--- config.mk ---
export PLATFORM = sky130hd
export DESIGN_NAME = fu_mult_wb
export DESIGN_NICKNAME = d
export VERILOG_FILES = /design/src/rtl/fu_mult_wb.sv
export SDC_FILE = /design/constraint.sdc
export NUM_CORES = 1
export LEC_CHECK = 0
export CORE_ASPECT_RATIO = 1.5
export CORE_UTILIZATION = 40
export CTS_BUF_LIST = sky130_fd_sc_hd__clkbuf_16
export CTS_CLUSTER_DIAMETER = 120
export CTS_CLUSTER_SIZE = 30
export DETAILED_ROUTE_END_ITERATION = 10
export PLACE_DENSITY = 0.71
export SKIP_LAST_GASP = 1
export SLEW_MARGIN = 15
export SYNTH_ARGS = -nofsm -noshare
export SYNTH_HDL_FRONTEND = slang
export SYNTH_SLANG_ARGS = --single-unit
--- constraint.sdc ---
create_clock -name clock -period 6.9 [get_ports clock]
set_clock_uncertainty 0.15 [all_clocks]
set_input_delay 1.725 -clock clock [delete_from_list [all_inputs] [get_ports clock]]
set_output_delay 1.725 -clock clock [all_outputs]
set_load 0.05 [all_outputs]
--- src/rtl/fu_mult_wb.sv ---
// Writeback-side controller for the pipelined multiplier: issues ops, shadows their tags
// for LAT cycles, captures results on done and buffers them for the CDB.
module fu_mult_wb #(
    parameter int XLEN  = 32,
    parameter int LAT   = 4,
    parameter int DEPTH = 4,
    parameter int TAG_W = 6
) (
    input  logic             clock,
    input  logic             reset,
    input  logic             squash,
    input  logic             issue_valid,
    input  logic [TAG_W-1:0] issue_tag,
    input  logic [4:0]       issue_func,
    output logic             issue_ready,
    output logic             mult_en,
    output logic [4:0]       mult_func,
    input  logic [XLEN-1:0]  mult_result,
    input  logic             mult_done,
    output logic             cdb_valid,
    output logic [TAG_W-1:0] cdb_tag,
    output logic [XLEN-1:0]  cdb_value,
    input  logic             cdb_grant,
    output logic             sync_err
);

    localparam int PW = (DEPTH > 1) ? $clog2(DEPTH) : 1;
    localparam int CW = PW + 1;
    localparam int SW = $clog2(DEPTH + LAT + 1) + 1;

    // Handshakes: a transfer happens on a cycle where valid & ready (issue) or
    // valid & grant (CDB) are both high; neither side may make valid depend on ready/grant.
    logic [LAT-1:0]   pipe_vld_q, pipe_vld_d;
    logic [TAG_W-1:0] pipe_tag_q [LAT];
    logic [PW-1:0]    rd_ptr_q, rd_ptr_d, wr_ptr_q, wr_ptr_d;
    logic [CW-1:0]    count_q, count_d;
    logic             sync_err_q, sync_err_d;
    logic [TAG_W-1:0] mem_tag_q [DEPTH];
    logic [XLEN-1:0]  mem_val_q [DEPTH];

    logic [SW-1:0] inflight;
    logic [SW-1:0] credit_sum;
    logic          tail_vld, fifo_full, fifo_empty;
    logic          pop, capture, push, overflow, missing;

    always_comb begin
        inflight = '0;
        for (int i = 0; i < LAT; i++) begin
            inflight = inflight + SW'(pipe_vld_q[i]);
        end
    end

    // Credit counts every op that may still land in the FIFO; a same-cycle pop is ignored.
    assign credit_sum  = SW'(count_q) + inflight;
    assign issue_ready = ~reset & ~squash & (credit_sum < SW'(DEPTH));
    assign mult_en     = issue_valid & issue_ready;
    assign mult_func   = issue_func;

    assign tail_vld   = pipe_vld_q[LAT-1];
    assign fifo_full  = (count_q == CW'(DEPTH));
    assign fifo_empty = (count_q == '0);

    assign pop      = ~squash & ~fifo_empty & cdb_grant;
    assign capture  = ~squash & tail_vld & mult_done;
    assign push     = capture & (~fifo_full | pop);
    assign overflow = capture & fifo_full & ~pop;
    assign missing  = ~squash & tail_vld & ~mult_done;

    always_comb begin
        pipe_vld_d    = '0;
        pipe_vld_d[0] = mult_en;
        for (int i = 1; i < LAT; i++) begin
            pipe_vld_d[i] = pipe_vld_q[i-1];
        end
        rd_ptr_d   = rd_ptr_q + PW'(pop);
        wr_ptr_d   = wr_ptr_q + PW'(push);
        count_d    = count_q + CW'(push) - CW'(pop);
        sync_err_d = sync_err_q | missing | overflow;
        if (squash) begin
            pipe_vld_d = '0;
            rd_ptr_d   = '0;
            wr_ptr_d   = '0;
            count_d    = '0;
        end
    end

    always_ff @(posedge clock) begin
        if (reset) begin
            pipe_vld_q <= '0;
            rd_ptr_q   <= '0;
            wr_ptr_q   <= '0;
            count_q    <= '0;
            sync_err_q <= 1'b0;
        end else begin
            pipe_vld_q <= pipe_vld_d;
            rd_ptr_q   <= rd_ptr_d;
            wr_ptr_q   <= wr_ptr_d;
            count_q    <= count_d;
            sync_err_q <= sync_err_d;
        end
    end

    // Payload storage carries no reset; the valid bits and count qualify it.
    always_ff @(posedge clock) begin
        pipe_tag_q[0] <= issue_tag;
        for (int i = 1; i < LAT; i++) begin
            pipe_tag_q[i] <= pipe_tag_q[i-1];
        end
        if (push) begin
            mem_tag_q[wr_ptr_q] <= pipe_tag_q[LAT-1];
            mem_val_q[wr_ptr_q] <= mult_result;
        end
    end

    assign cdb_valid = ~reset & ~fifo_empty;
    assign cdb_tag   = fifo_empty ? '0 : mem_tag_q[rd_ptr_q];
    assign cdb_value = fifo_empty ? '0 : mem_val_q[rd_ptr_q];
    assign sync_err  = sync_err_q;

endmodule

# Yosys cells after proc, flatten, opt, wreduce, memory -nomap -nowiden
# Memories as Yosys holds them, arrays and structs flattened. A register that Yosys moved wholly into a read port is not among the register bits.
# Cells that the tools add are included.
# classes
n_shift	0
eq_ne	1
reduce_logical	2
n_addsub	8
mux	6
magnitude_cmp	1
bitwise	21
multipliers	0
div	0
# op_table
operator	n
$mux W32	1
$and A1 B1 Y1	12
$mux W6	1
$not A1 Y1	6
$add A3 B4 Y5	1
$lt A5 B3 Y1 const B	1
$add A2 B1 Y2	2
$add A3 B1 Y4	1
$mux W2	2
$add A2 B1 Y3	1
$add A3 B1 Y3	1
$eq A3 B3 Y1 const B	1
$logic_not A3 Y1	1
$or A1 B1 Y1	3
$sub A3 B1 Y3	1
$add A1 B1 Y2	1
$mux W1	2
$reduce_or A2 Y1	1
# totals
mem_count	3
mem_bits_ro	0
register_bits	12
in_bits	49
wordCells	47
ram_bits	176
latchBits	0
out_inout_bits	47
# memory_table
name	words	word_bits	rd	rd_clocked_by_memory_dff	wr	line_no	text
mem_val_q	4	32	1	1	1	39	logic [XLEN-1:0] mem_val_q [DEPTH];
mem_tag_q	4	6	1	1	1	38	logic [TAG_W-1:0] mem_tag_q [DEPTH];
pipe_tag_q	4	6	4	0	4	34	logic [TAG_W-1:0] pipe_tag_q [LAT];

# Logic depth before layout (Yosys ltp)
# Gate-level depths: netlist of the first run.
# logic_depth
depth_word	8
depth_mapped	11

# Worst setup path after synthesis of the first run
# Ideal clock, no wire load.
# synth_timing
kind	input to register
from	in cdb_grant
to	mem mem_tag_q[1][0] (enable)
t_arrival_ns	4.919
path_buffers	0
cell_stages	3
t_required_ns	6.261
setup_slack_ns	1.342
path_cell_list	or4b_1 > nand4b_1 > nor3b_1
# synth_between
elab_chain_len	5
# synth_rtl
element	line_no	text
from (decl)	23	input logic cdb_grant,
$and A1 B1 Y1	63	assign pop = ~squash & ~fifo_empty & cdb_grant;
$or A1 B1 Y1	65	assign push = capture & (~fifo_full | pop);
$and A1 B1 Y1	65	
$mux W1	109	if (push) begin
$mux W1 (not written as such)	110	mem_tag_q[wr_ptr_q] <= pipe_tag_q[LAT-1];
to (decl)	38	
# Every way passes these cells.

# Final worst setup path of the first run
# layout_timing
from	in squash
to	out mult_en
# layout_between
elab_chain_len	4
# layout_rtl
element	line_no	text
from (decl)	11	input logic squash,
$not A1 Y1	55	assign issue_ready = ~reset & ~squash & (credit_sum < SW'(DEPTH));
$and A1 B1 Y1 (2 in series)	55	
$and A1 B1 Y1	56	assign mult_en = issue_valid & issue_ready;
to (decl)	16	output logic mult_en,
# Every way passes these cells.

==> results.md, run 1 <==
* Hold path cells at 0
* Mux contribution to synthesized area at 0.125
* Total Routing Usage GR at 0.149
* Nets at 476
* HPWL after DPL at 6.69 mm
* Outcome: complete, no violations
* Synth Register Bits at 188
* Max Cap Viol at 0
* Min Tclk post-route at 5.81 ns
* Site Rows at 58
* Detailed Routing Iterations Pass 1 at 4
* GPL Wtd Cong at 0.728
* GRT Residual Overflow at 0
* Initial Utilization at 0.408
* Core area at 16800 sq um
* Most frequent cells in the layout: edfxtp_1 (152), clkdlybuf4s50_1 (85), mux4_2 (38), nor2b_1 (38), dfxtp_1 (34)
* Number of I/O port buffers at 85
* Die width at 109 microns
* Area growth syn-to-layout at 24.5%
* Synth Area in Simple Gates at 0.0560
* Adder-cell area share of the yosys netlist at 0.0168
* Post-synth EDFFs at 152
* Multi-input logic area at 1450 sq um
* TritonCTS clock tree: done
* IO Count at 96
* Starting DRT DRC Count at 141
* Clk pin slew, worst setup/hold paths at 0.07 ns
* Avg Cell Area, Syn at 21.0 sq um
* Root buffer cell: clkbuf_16
* FF-to-FF path depth at 10
* Setup crit end kind: primary output
* Die area at 17600 sq um
* First-pass GRT wire length at 18.9 mm
* Ys async rst share at 0
* RSZ-0062 raised after global routing: no
* Hold Crit Class: register to register
* Seq. cell area at 5290 sq um
* WL/cell at 18.3 microns
* Leakage at 2.72 nW
* Slew Limit Fails at 0
* DRC at 0
* # resized after CTS at 0
* Gr busiest metal: met2
* GR met2 Demand/Resource at 0.261
* Number of placed instances, taps included at 610
* Complex-gate fraction of the synthesized area at 0.00439
* VDD IR max at 145 uV
* Total CTS buffers at 17
* Met3 Usage GRT at 0.0405
* Pin slew with the least headroom to its limit at 1.10 ns
* CTS Sinks at 188
* Vias in the first global route at 3510
* Initial antenna violation count at 0
* Worst endpoint required time at 5.03 ns
* Setup Fix Bufs, Post-CTS at 0
* Register area share after synthesis at 0.773
* Final Hold Viols at 0
* Synth Flop Type: edfxtp_1
* Die H at 162 microns
* Layout fillers at 1327
* Top achievable clock speed at 172 MHz
* Gate Count Post-Synth at 326
* WP data arrival at 3.93 ns
* Hold_buf cts at 0
* Crit path launch type: primary input
* Detail Route Antenna Nets at 0
* Mapped cell area at 6840 sq um
* # diodes at 0
* CP Max Fanout at 8
* Vias at 3199
* Flop2flop setup slack at 3.96 ns
* Post-synth cell types at 24
* PD cells at 261 nW/um^2
* Vias per std cell at 4.98
* Xor/xnor share of the synthesized area at 0.00513
* Post-Syn Nets at 383
* Period utilisation layout at 0.841
* Non-Filler Instances at 642
* Grt met1 use at 0.174
* Yosys warnings at 0
* Slew HR at 0.264
* Final setup vio count at 0
* H-tree Lvls at 4
* Share of cells above drive strength 1 at 0.192
* Setup TNS at 0 ns
* Most common cell after layout, fill and taps aside: edfxtp_1
* CP Class: primary input to primary output
* Largest family of logic cells by synthesized area: multiplexers
* Worst-Skew Late Latency at 0.41 ns
* Largest net degree at the start of global routing at 40
* Post-Route WL at 11.8 mm
* Max clock buf depth at 2
==> flip-flops by register name, summed over array words and instances, names as in the netlist <==
name / cells
count_q: 3
sync_err: 1
mem_tag_q: 24
rd_ptr_q: 2
mem_val_q: 128
pipe_tag_q: 24
pipe_vld_q: 4
wr_ptr_q: 2
==> stage by stage <==
step           hold slack, ns  area, sq um  worst slack [ns]   util  power [mW]
3_3_place_gp            0.160         7910              1.12  0.472        1.29
3_5_place_dp            0.162         7910              1.09  0.472        1.30
6_report                0.176         8510              1.09  0.508        2.22
4_1_cts                 0.177         8510              1.09  0.508        2.25
5_1_grt                 0.179         8510             0.968  0.508        2.30
2_1_floorplan           0.160         6840              1.34      -        1.27
==> cell type report <==
class,count,area share
Clock inverter,15,0.0201
Timing Repair Buffer,91,0.105
Clock buffer,17,0.0500
Tap cell,210,0.0309
Sequential cell,188,0.622
Multi-Input combinational cell,116,0.170
Inverter,5,0.00221
==> final timing paths <==
check                                      start          endpoint
worst max-delay path                      squash           mult_en
worst min-delay path            pipe_tag_q[0][1]  pipe_tag_q[1][1]
worst max register to register        count_q[1]        count_q[2]
worst min register to register  pipe_tag_q[0][1]  pipe_tag_q[1][1]
==> report_power, final <==
| part | leakage (nW) | internal [mW] | switching [mW] | total [mW] |
|---|---|---|---|---|
| clock network | 0.295 | 0.491 | 0.463 | 0.954 |
| registers | 1.67 | 1.23 | 0.00306 | 1.23 |
| logic | 0.762 | 0.0235 | 0.0149 | 0.0384 |
==> critical path, cell delays in order <==
cell             delay, ns
clkdlybuf4s50_1       0.53
or4_1                 0.56
a21oi_1               0.18
and2_1                0.15
clkdlybuf4s50_1       0.79
==> cell families after synthesis <==
group                      Yosys count
adders and majority gates            8
xor gates and xnor gates             4
muxes                               38
AOI/OAI and AO/OA                    4
buffers and inverters               22
and+or+nand+nor                     62
DFF                                188
==> routing by layer <==
layer,up-vias,share of wire
li1,1454,-
met1,1666,0.40
met2,72,0.55
met3,7,0.042
met4,0,0.012
met5,-,0
==> Yosys cell counts (all sizes together) (2+ instances only) <==
master	number	area share
edfxtp	152	0.67
mux4	38	0.13
nor2b	38	0.035
dfxtp	36	0.11
buf	12	0.014
and2	9	0.0082
ha	6	0.011
clkbuf	5	0.0027
inv	5	0.0027
nor3	5	0.0037
xnor2	4	0.0051
nor2	3	0.0016
nor3b	3	0.0033
a21oi	2	0.0020
fa	2	0.0059
Power figures use the tool's default switching activity.
==> run 2: changes to the inputs <==
- PLACE_DENSITY: 0.71 -> 0.73
- clock period: 6.9 -> 4.65 ns (I/O delays scaled with it)
==> results.md, run 2 (synthesis gave the netlist of run 1 again) <==
* Crit path launch type: primary input
* Most common cell after layout, fill and taps aside: edfxtp_1
* Slew Limit Fails at 0
* Largest regs: mem_val_q (128), mem_tag_q (24), pipe_tag_q (24)
* CTS Sinks at 188
* Slew HR at 0.587
* Final setup vio count at 0
* Flop2flop setup slack at 1.70 ns
* Nets at 479
* CP Cell Sequence: clkdlybuf4s50_1 > or4_1 > a21oi_1 > and2_1 > buf_12
* H-tree Lvls at 4
* Worst-Skew Late Latency at 0.41 ns
* Hold_buf cts at 0
* CP Max Fanout at 8
* Starting DRT DRC Count at 152
* Total Routing Usage GR at 0.149
* VDD IR max at 301 uV
* Worst endpoint required time at 3.34 ns
* Root buffer cell: clkbuf_16
* WL/cell at 18.8 microns
* Site Rows at 58
* Detail Route Antenna Nets at 0
* Clk pin slew, worst setup/hold paths at 0.07 ns
* Largest register by flop count: mem_val_q
* Setup crit end kind: primary output
* Die width at 109 microns
* Period utilisation layout at 0.895
* Most frequent cells in the layout: edfxtp_1 (152), clkdlybuf4s50_1 (83), mux4_2 (38), nor2b_1 (38), dfxtp_1 (34)
* Final core occ at 0.508
* Max FFs per register at 128
* PD cells at 379 nW/um^2
* First-pass GRT wire length at 18.8 mm
* Min Tclk post-route at 4.16 ns
* CP peak stage delay at 0.58 ns
* WP data arrival at 2.85 ns
* Initial antenna violation count at 0
* Hold Path Origin: pipe_tag_q[0][0]
* Vias per std cell at 4.96
* Vias in the first global route at 3511
* GRT Residual Overflow at 0
* # resized after CTS at 0
* Final Hold Viols at 0
* WHS Endpoint: pipe_tag_q[1][0]
* HPWL after DPL at 7.30 mm
* Post-Route WL at 12.1 mm
* IO Count at 96
* Die H at 162 microns
* Max clock buf depth at 2
* Largest net degree at the start of global routing at 40
* Core area at 16800 sq um
* Outcome: complete, no violations
* FF-to-FF path depth at 11
* Hold Crit Class: register to register
* Area growth syn-to-layout at 24.6%
* Number of placed instances, taps included at 613
* Reg-to-Reg End: count_q[2]
* # diodes at 0
* DRC at 0
* GPL Wtd Cong at 0.686
* Pin slew with the least headroom to its limit at 0.616 ns
* Non-Filler Instances at 645
* Number of I/O port buffers at 85
* Share of cells above drive strength 1 at 0.202
* TritonCTS clock tree: done
* Total CTS buffers at 17
* Setup Fix Bufs, Post-CTS at 0
* Leakage at 2.73 nW
* Initial Utilization at 0.408
* Die area at 17600 sq um
* CP Class: primary input to primary output
* Hold path cells at 0
* Detailed Routing Iterations Pass 1 at 4
* RSZ-0062 raised after global routing: no
* Top achievable clock speed at 240 MHz
* Worst path slowest cell: or4_1
* R2r startpoint: count_q[1]
* Max Cap Viol at 0
* Vias at 3198
run 2: cell count changes in the layout (fill, tap and decap cells not counted):
cell             before  now
clkinv_4              1    2
inv_12                1    0
inv_8                 3    1
inv_6                 5    6
buf_4                 6    9
clkinvlp_4            0    1
clkinv_2              0    2
buf_12                0    2
clkdlybuf4s50_1      85   83
clkinv_8              4    2
run 2: through the flow:
step                hold slack [ns]  setup TNS (ns)  instance area (sq um)  setup slack [ns]  total power, mW
finish                        0.178               0                   8520             0.487             3.23
global route                  0.183               0                   8520             0.362             3.34
floorplan                     0.160          -29.64                   6840            -0.345             1.88
global placement              0.160               0                   7960             0.613             1.92
CTS                           0.179               0                   8520             0.424             3.27
detailed placement            0.162               0                   7960             0.515             1.93
run 2: layout make-up:
cell class	count	area, sq um
clock buffers	17	425
clock inverters	15	135
fillers	1363	8250
inverters	5	18.8
multi-input cells	116	1450
flip-flops and latches	188	5290
well taps	210	263
repair buffers	94	938
run 2: critical path: cells and delay by family:
| kind | cells | cell delay (ns) |
|---|---|---|
| compound gates | 1 | 0.21 |
| buf+inv | 2 | 0.69 |
| simple gates | 2 | 0.79 |
run 2: where the power goes:
part / leakage [nW] / switching [mW] / internal (mW)
clock: 0.278 / 0.638 / 0.705
sequential: 1.67 / 0.00470 / 1.82
combinational: 0.786 / 0.0231 / 0.0356
total: 2.73 / 0.666 / 2.56
run 2: metal layers:
layer | track usage | vias up | routed length [microns]
met5 | 0 | - | 0
met3 | 0.0369 | 17 | 426
met4 | 0.0584 | 0 | 168
met1 | 0.174 | 1656 | 4880
met2 | 0.260 | 66 | 6630
li1 | - | 1459 | -
run 2: worst max-delay path by stage:
stage | end | slack (ns) | start | cells past startpoint
finish | mult_en | 0.49 | squash | 5
global route | cdb_tag[0] | 0.36 | rd_ptr_q[0] | 4
CTS | cdb_tag[0] | 0.42 | rd_ptr_q[0] | 4
detailed placement | mult_en | 0.52 | squash | 5
global placement | mult_en | 0.61 | squash | 5
floorplan | mem_tag_q[1][0] | -0.35 | cdb_grant | 3
==> run 3: changes to the inputs <==
- CORE_UTILIZATION: 40 -> 45
- CTS_CLUSTER_DIAMETER: 120 -> 80
- PLACE_DENSITY: 0.73 -> 0.79
==> results.md, run 3 (synthesis gave the netlist of run 1 again) <==
* Post-Route WL at 11.9 mm
* Design Area, Final at 8570 sq um
* Worst endpoint required time at 3.34 ns
* Area growth syn-to-layout at 25.4%
* Leakage at 2.76 nW
* Sw frac at 0.205
* # resized after CTS at 0
* DRC at 0
* Number of I/O port buffers at 85
* CP Max Fanout at 8
* H-tree Lvls at 4
* # diodes at 0
* Final core occ at 0.585
* Max FFs per register at 128
* Nets at 478
* CP Class: primary input to primary output
* CTS Sinks at 188
* PD cells at 391 nW/um^2
* GRT Residual Overflow at 0
* Worst path slowest cell: or4_1
* Final Hold Viols at 0
* Detailed Routing Iterations Pass 1 at 4
* Post-DP Area at 7950 sq um
* Largest register by flop count: mem_val_q
* Comb pwr share at 0.017
* First-pass GRT wire length at 18.7 mm
* IO Count at 96
* Outcome: complete, no violations
* Die H at 153 microns
* P_int at 2.66 mW
* Die width at 103 microns
* Root buffer cell: clkbuf_16
* Flop2flop setup slack at 1.73 ns
* Starting DRT DRC Count at 96
* Clock network power share at 0.437
* Initial antenna violation count at 0
* Total CTS buffers at 17
* RSZ-0062 raised after global routing: no
* Largest net degree at the start of global routing at 39
* Most frequent cells in the layout: edfxtp_1 (152), clkdlybuf4s50_1 (83), mux4_2 (38), nor2b_1 (38), dfxtp_1 (34)
* WP data arrival at 2.80 ns
* Vias in the first global route at 3584
* Largest regs: mem_val_q (128), mem_tag_q (24), pipe_tag_q (24)
* Slew Limit Fails at 0
* HPWL after DPL at 7.28 mm
* Initial Utilization at 0.466
* Net Sw Power at 0.687 mW
* Share of cells above drive strength 1 at 0.203
* Max Cap Viol at 0
* Final setup vio count at 0
* Hold path cells at 0
* Max clock buf depth at 2
* Clk pin slew, worst setup/hold paths at 0.07 ns
* FF-to-FF path depth at 10
* Setup crit end kind: primary output
* Hold_buf cts at 0
* Top achievable clock speed at 243 MHz
* Vias per std cell at 5.15
* Setup Fix Bufs, Post-CTS at 0
* Slew HR at 0.583
* Min Tclk post-route at 4.11 ns
* Crit path launch type: primary input
* CP peak stage delay at 0.55 ns
* Pin slew with the least headroom to its limit at 0.624 ns
* CP Cell Sequence: clkdlybuf4s50_1 > or4_1 > a21oi_1 > and2_1 > buf_12
* VDD IR max at 260 uV
* Most common cell after layout, fill and taps aside: edfxtp_1
* WL/cell at 18.9 microns
* Hold Crit Class: register to register
* Total Routing Usage GR at 0.167
* Detail Route Antenna Nets at 0
* Register share of total power at 0.546
* Vias at 3244
* Core area at 14700 sq um
* Period utilisation layout at 0.885
* GPL Wtd Cong at 0.691
* Die area at 15700 sq um
* Worst-Skew Late Latency at 0.42 ns
* TritonCTS clock tree: done
* Site Rows at 54
## run 3: layout make-up
cell class              instances  area (sq um)
flip-flops and latches        188          5290
inverters                       5          18.8
repair buffers                 93           956
fillers                      1099          6090
clock inverters                14           170
well taps                     196           245
clock buffers                  18           450
multi-input cells             116          1450
## run 3: final timing paths
kind                                        from                to
worst max-delay path                      squash           mult_en
worst min-delay path            pipe_tag_q[0][4]  pipe_tag_q[1][4]
worst max register to register        count_q[1]        count_q[2]
worst min register to register  pipe_tag_q[0][4]  pipe_tag_q[1][4]
## run 3: layer usage
| metal | vias to the layer above | part of all wire | GRT usage |
|---|---|---|---|
| li1 | 1466 | - | - |
| met1 | 1692 | 0.39 | 0.182 |
| met2 | 65 | 0.56 | 0.297 |
| met3 | 21 | 0.033 | 0.0434 |
| met4 | 0 | 0.023 | 0.0721 |
| met5 | - | 0 | 0 |
## run 3: power by group through the flow
| stage | combinational (mW) | sequential (mW) | clock (mW) |
|---|---|---|---|
| after detailed placement | 0.0582 | 1.87 | 0 |
| after floorplan | 0.0176 | 1.87 | 0 |
| after CTS | 0.0586 | 1.83 | 1.49 |
| after global placement | 0.0552 | 1.87 | 0 |
| final | 0.0584 | 1.83 | 1.46 |
| after global routing | 0.0625 | 1.83 | 1.56 |
## run 3: per-stage QoR
step / setup TNS (ns) / setup WS, ns / power [mW] / std cells / hold slack [ns]
final: 0 / 0.537 / 3.35 / 630 / 0.176
after global routing: 0 / 0.466 / 3.45 / 630 / 0.185
after CTS: 0 / 0.528 / 3.38 / 630 / 0.181
after detailed placement: 0 / 0.535 / 1.93 / 598 / 0.162
after global placement: 0 / 0.608 / 1.92 / 598 / 0.160
after floorplan: -29.64 / -0.345 / 1.88 / 326 / 0.160
## run 3: critical path, delay by kind of cell
family                 cells  cell delay [ns]
buffers and inverters      2             0.67
AOI/OAI and AO/OA          1             0.20
and+or+nand+nor            2             0.76
==> variant: new RTL, settings of run 1 <==
Change the parameter `LAT` from 4 to 2.
--- a/src/rtl/fu_mult_wb.sv
+++ b/src/rtl/fu_mult_wb.sv
@@ -3,5 +3,5 @@
 module fu_mult_wb #(
     parameter int XLEN  = 32,
-    parameter int LAT   = 4,
+    parameter int LAT   = 2,
     parameter int DEPTH = 4,
     parameter int TAG_W = 6
Behaviour: not the same (Yosys sat finds a counterexample within 4 cycles, from zero or initial values and one cycle with reset high).
==> variant against run 1 <==
  * Area after synthesis decreased by 4.5%
  * Fmax increased by 3.4%
  * Via count decreased by 3.0%
  * Sequential cell count decreased by 14
  * Cell area decreased by 3.3%
  * Register-to-register slack improved by 0.32 ns
  * Setup slack improved by 0.19 ns
  * Utilization increased by 1.4 points
  * Routed wire length decreased by 2.5%
  * Total power decreased by 3.7%
  * Largest cell class unchanged
==> variant: results (changes against run 1) <==
[status]
outcome=complete, no violations

[route]
wl_per_cell_um=18.4  ; +0.35%
initialDrtViolationCount=143  ; +1.4%
wirelength_um=11500  ; -2.5%
vias=3103  ; -3.0%

[synthesis]
ys_top_cells_by_count=edfxtp_1, mux4_2, nor2b_1
synth_area_leaders=edfxtp_1, mux4_2, dfxtp_1, nor2b_1, ha_1
avgSynthCellArea_um2=20.9  ; -0.50%
synth-compound-area-share=0.00728  ; +0.00289
seq_area_frac_synth=0.766  ; -0.00677
synth_seq_cells=174  ; -7.4%
synthMuxAreaShare=0.131  ; +0.00585
async_flop_share=0  ; unchanged
syn_nets=369  ; -3.7%
synthFlopType=edfxtp_1
synth_xor_area_frac=0.00402  ; -0.00110
synthAdderAreaFrac=0.0146  ; -0.00228
synth.distinct_cells=26  ; +8.3%

[global_route]
grt_usage=0.146  ; -0.00238
grt_pass1_vias=3313  ; -5.6%
grt_max_degree=40  ; unchanged
grt_first_pass_wirelength_um=17700  ; -6.5%

[placed_design]
gp_congestion=0.760  ; +4.3%
port_buffers=85  ; unchanged
dp_hpwl_um=6860  ; +2.5%
placed_cells=592  ; -3.0%

[clock_network]
post_cts_resized=0  ; unchanged
clk_path_buf_depth=2  ; unchanged
cts_made_buffers=17  ; unchanged
clock_latency_ns=0.43  ; +0.02 ns
cts.reportedPaths.clkPinSlew_ns=0.07  ; about the same
root_buffer=clkbuf_16
cts_setup_buffers=0  ; unchanged

[setup_path]
worstPathMaxFanout=7  ; -1
crit_arrival_ns=3.74  ; -0.19 ns
reg2reg_depth=7  ; -3

[min_path]
holdPathStages=0  ; unchanged
hp-class=reg2reg

[layout]
drive_gt1_frac=0.207  ; +0.0145
nets=464  ; -2.5%
nFillCells=1254  ; -5.5%
final.clkbuf_count=18  ; +1
largest_registers=mem_val_q: 128 flops, mem_tag_q: 24 flops, pipe_tag_q: 12 flops
clock_area_frac=0.0742  ; +0.00405
area_share_nonclk_buffers=0.111  ; +0.00539
multi_input_area_um2=1420  ; -1.6%
inverters=6  ; +1
regArea_um2=5010  ; -5.3%
layout.non_clock_buffers=93  ; +2.2%
num_antenna_cells=0  ; unchanged

[sta]
hold_viol_final=0  ; unchanged
worstMarginPinSlew_ns=1.11  ; +0.00341 ns
fin_setup_tns_ns=0  ; unchanged

[pwr]
seqPwrFrac=0.536  ; -0.018
total_leakage_power_nw=2.60  ; -4.5%
switching_share=0.215  ; -0.00113
vdd_drop_max_mv=0.132  ; -8.8%
pg_clk_w=0.000950  ; -0.4%

-- variant: final timing paths --
path / slack [ns] / startpoint / endpoint
worst min register to register: 0.18 / pipe_tag_q[0][3] / pipe_tag_q[0][9]
worst min-delay path: 0.18 / pipe_tag_q[0][3] / pipe_tag_q[0][9]
worst max register to register: 4.28 / count_q[2] / count_q[1]
worst max-delay path: 1.29 / squash / mult_en
-- variant: worst max-delay path, stage by stage --
cell and delay (ns):
clkdlybuf4s50_1 0.52, nor2_1 0.41, nand2_1 0.13, a21oi_1 0.13
clkdlybuf4s50_1 0.81
-- variant: layer usage --
layer,vias up,part of all wire,GRT usage
met3,22,0.043,0.0372
met5,-,0,0
li1,1423,-,-
met4,0,0.021,0.0761
met2,69,0.55,0.258
met1,1589,0.39,0.163
-- variant: per-stage QoR --
| step | cell area [um^2] | setup slack (ns) | hold WS [ns] | total power, W | utilization |
|---|---|---|---|---|---|
| global placement | 7620 | 1.41 | 0.161 | 0.00121 | 0.483 |
| detailed placement | 7620 | 1.30 | 0.162 | 0.00122 | 0.483 |
| floorplan | 6530 | 1.34 | 0.160 | 0.00119 | - |
| CTS | 8230 | 1.28 | 0.179 | 0.00216 | 0.522 |
| global route | 8230 | 1.15 | 0.185 | 0.00220 | 0.522 |
| finish | 8230 | 1.29 | 0.178 | 0.00214 | 0.522 |
-- variant: cell families (layout without fill, tap and decap cells) --
logic type               Yosys count  after routing
flip-flops                       174            174
AND/OR/NAND/NOR                   61             61
multiplexers                      38             38
buffers and inverters             23            131
adder cells (fa/ha/maj)            7              7
AO/OA/AOI/OAI                      7              7
XOR/XNOR                           3              3
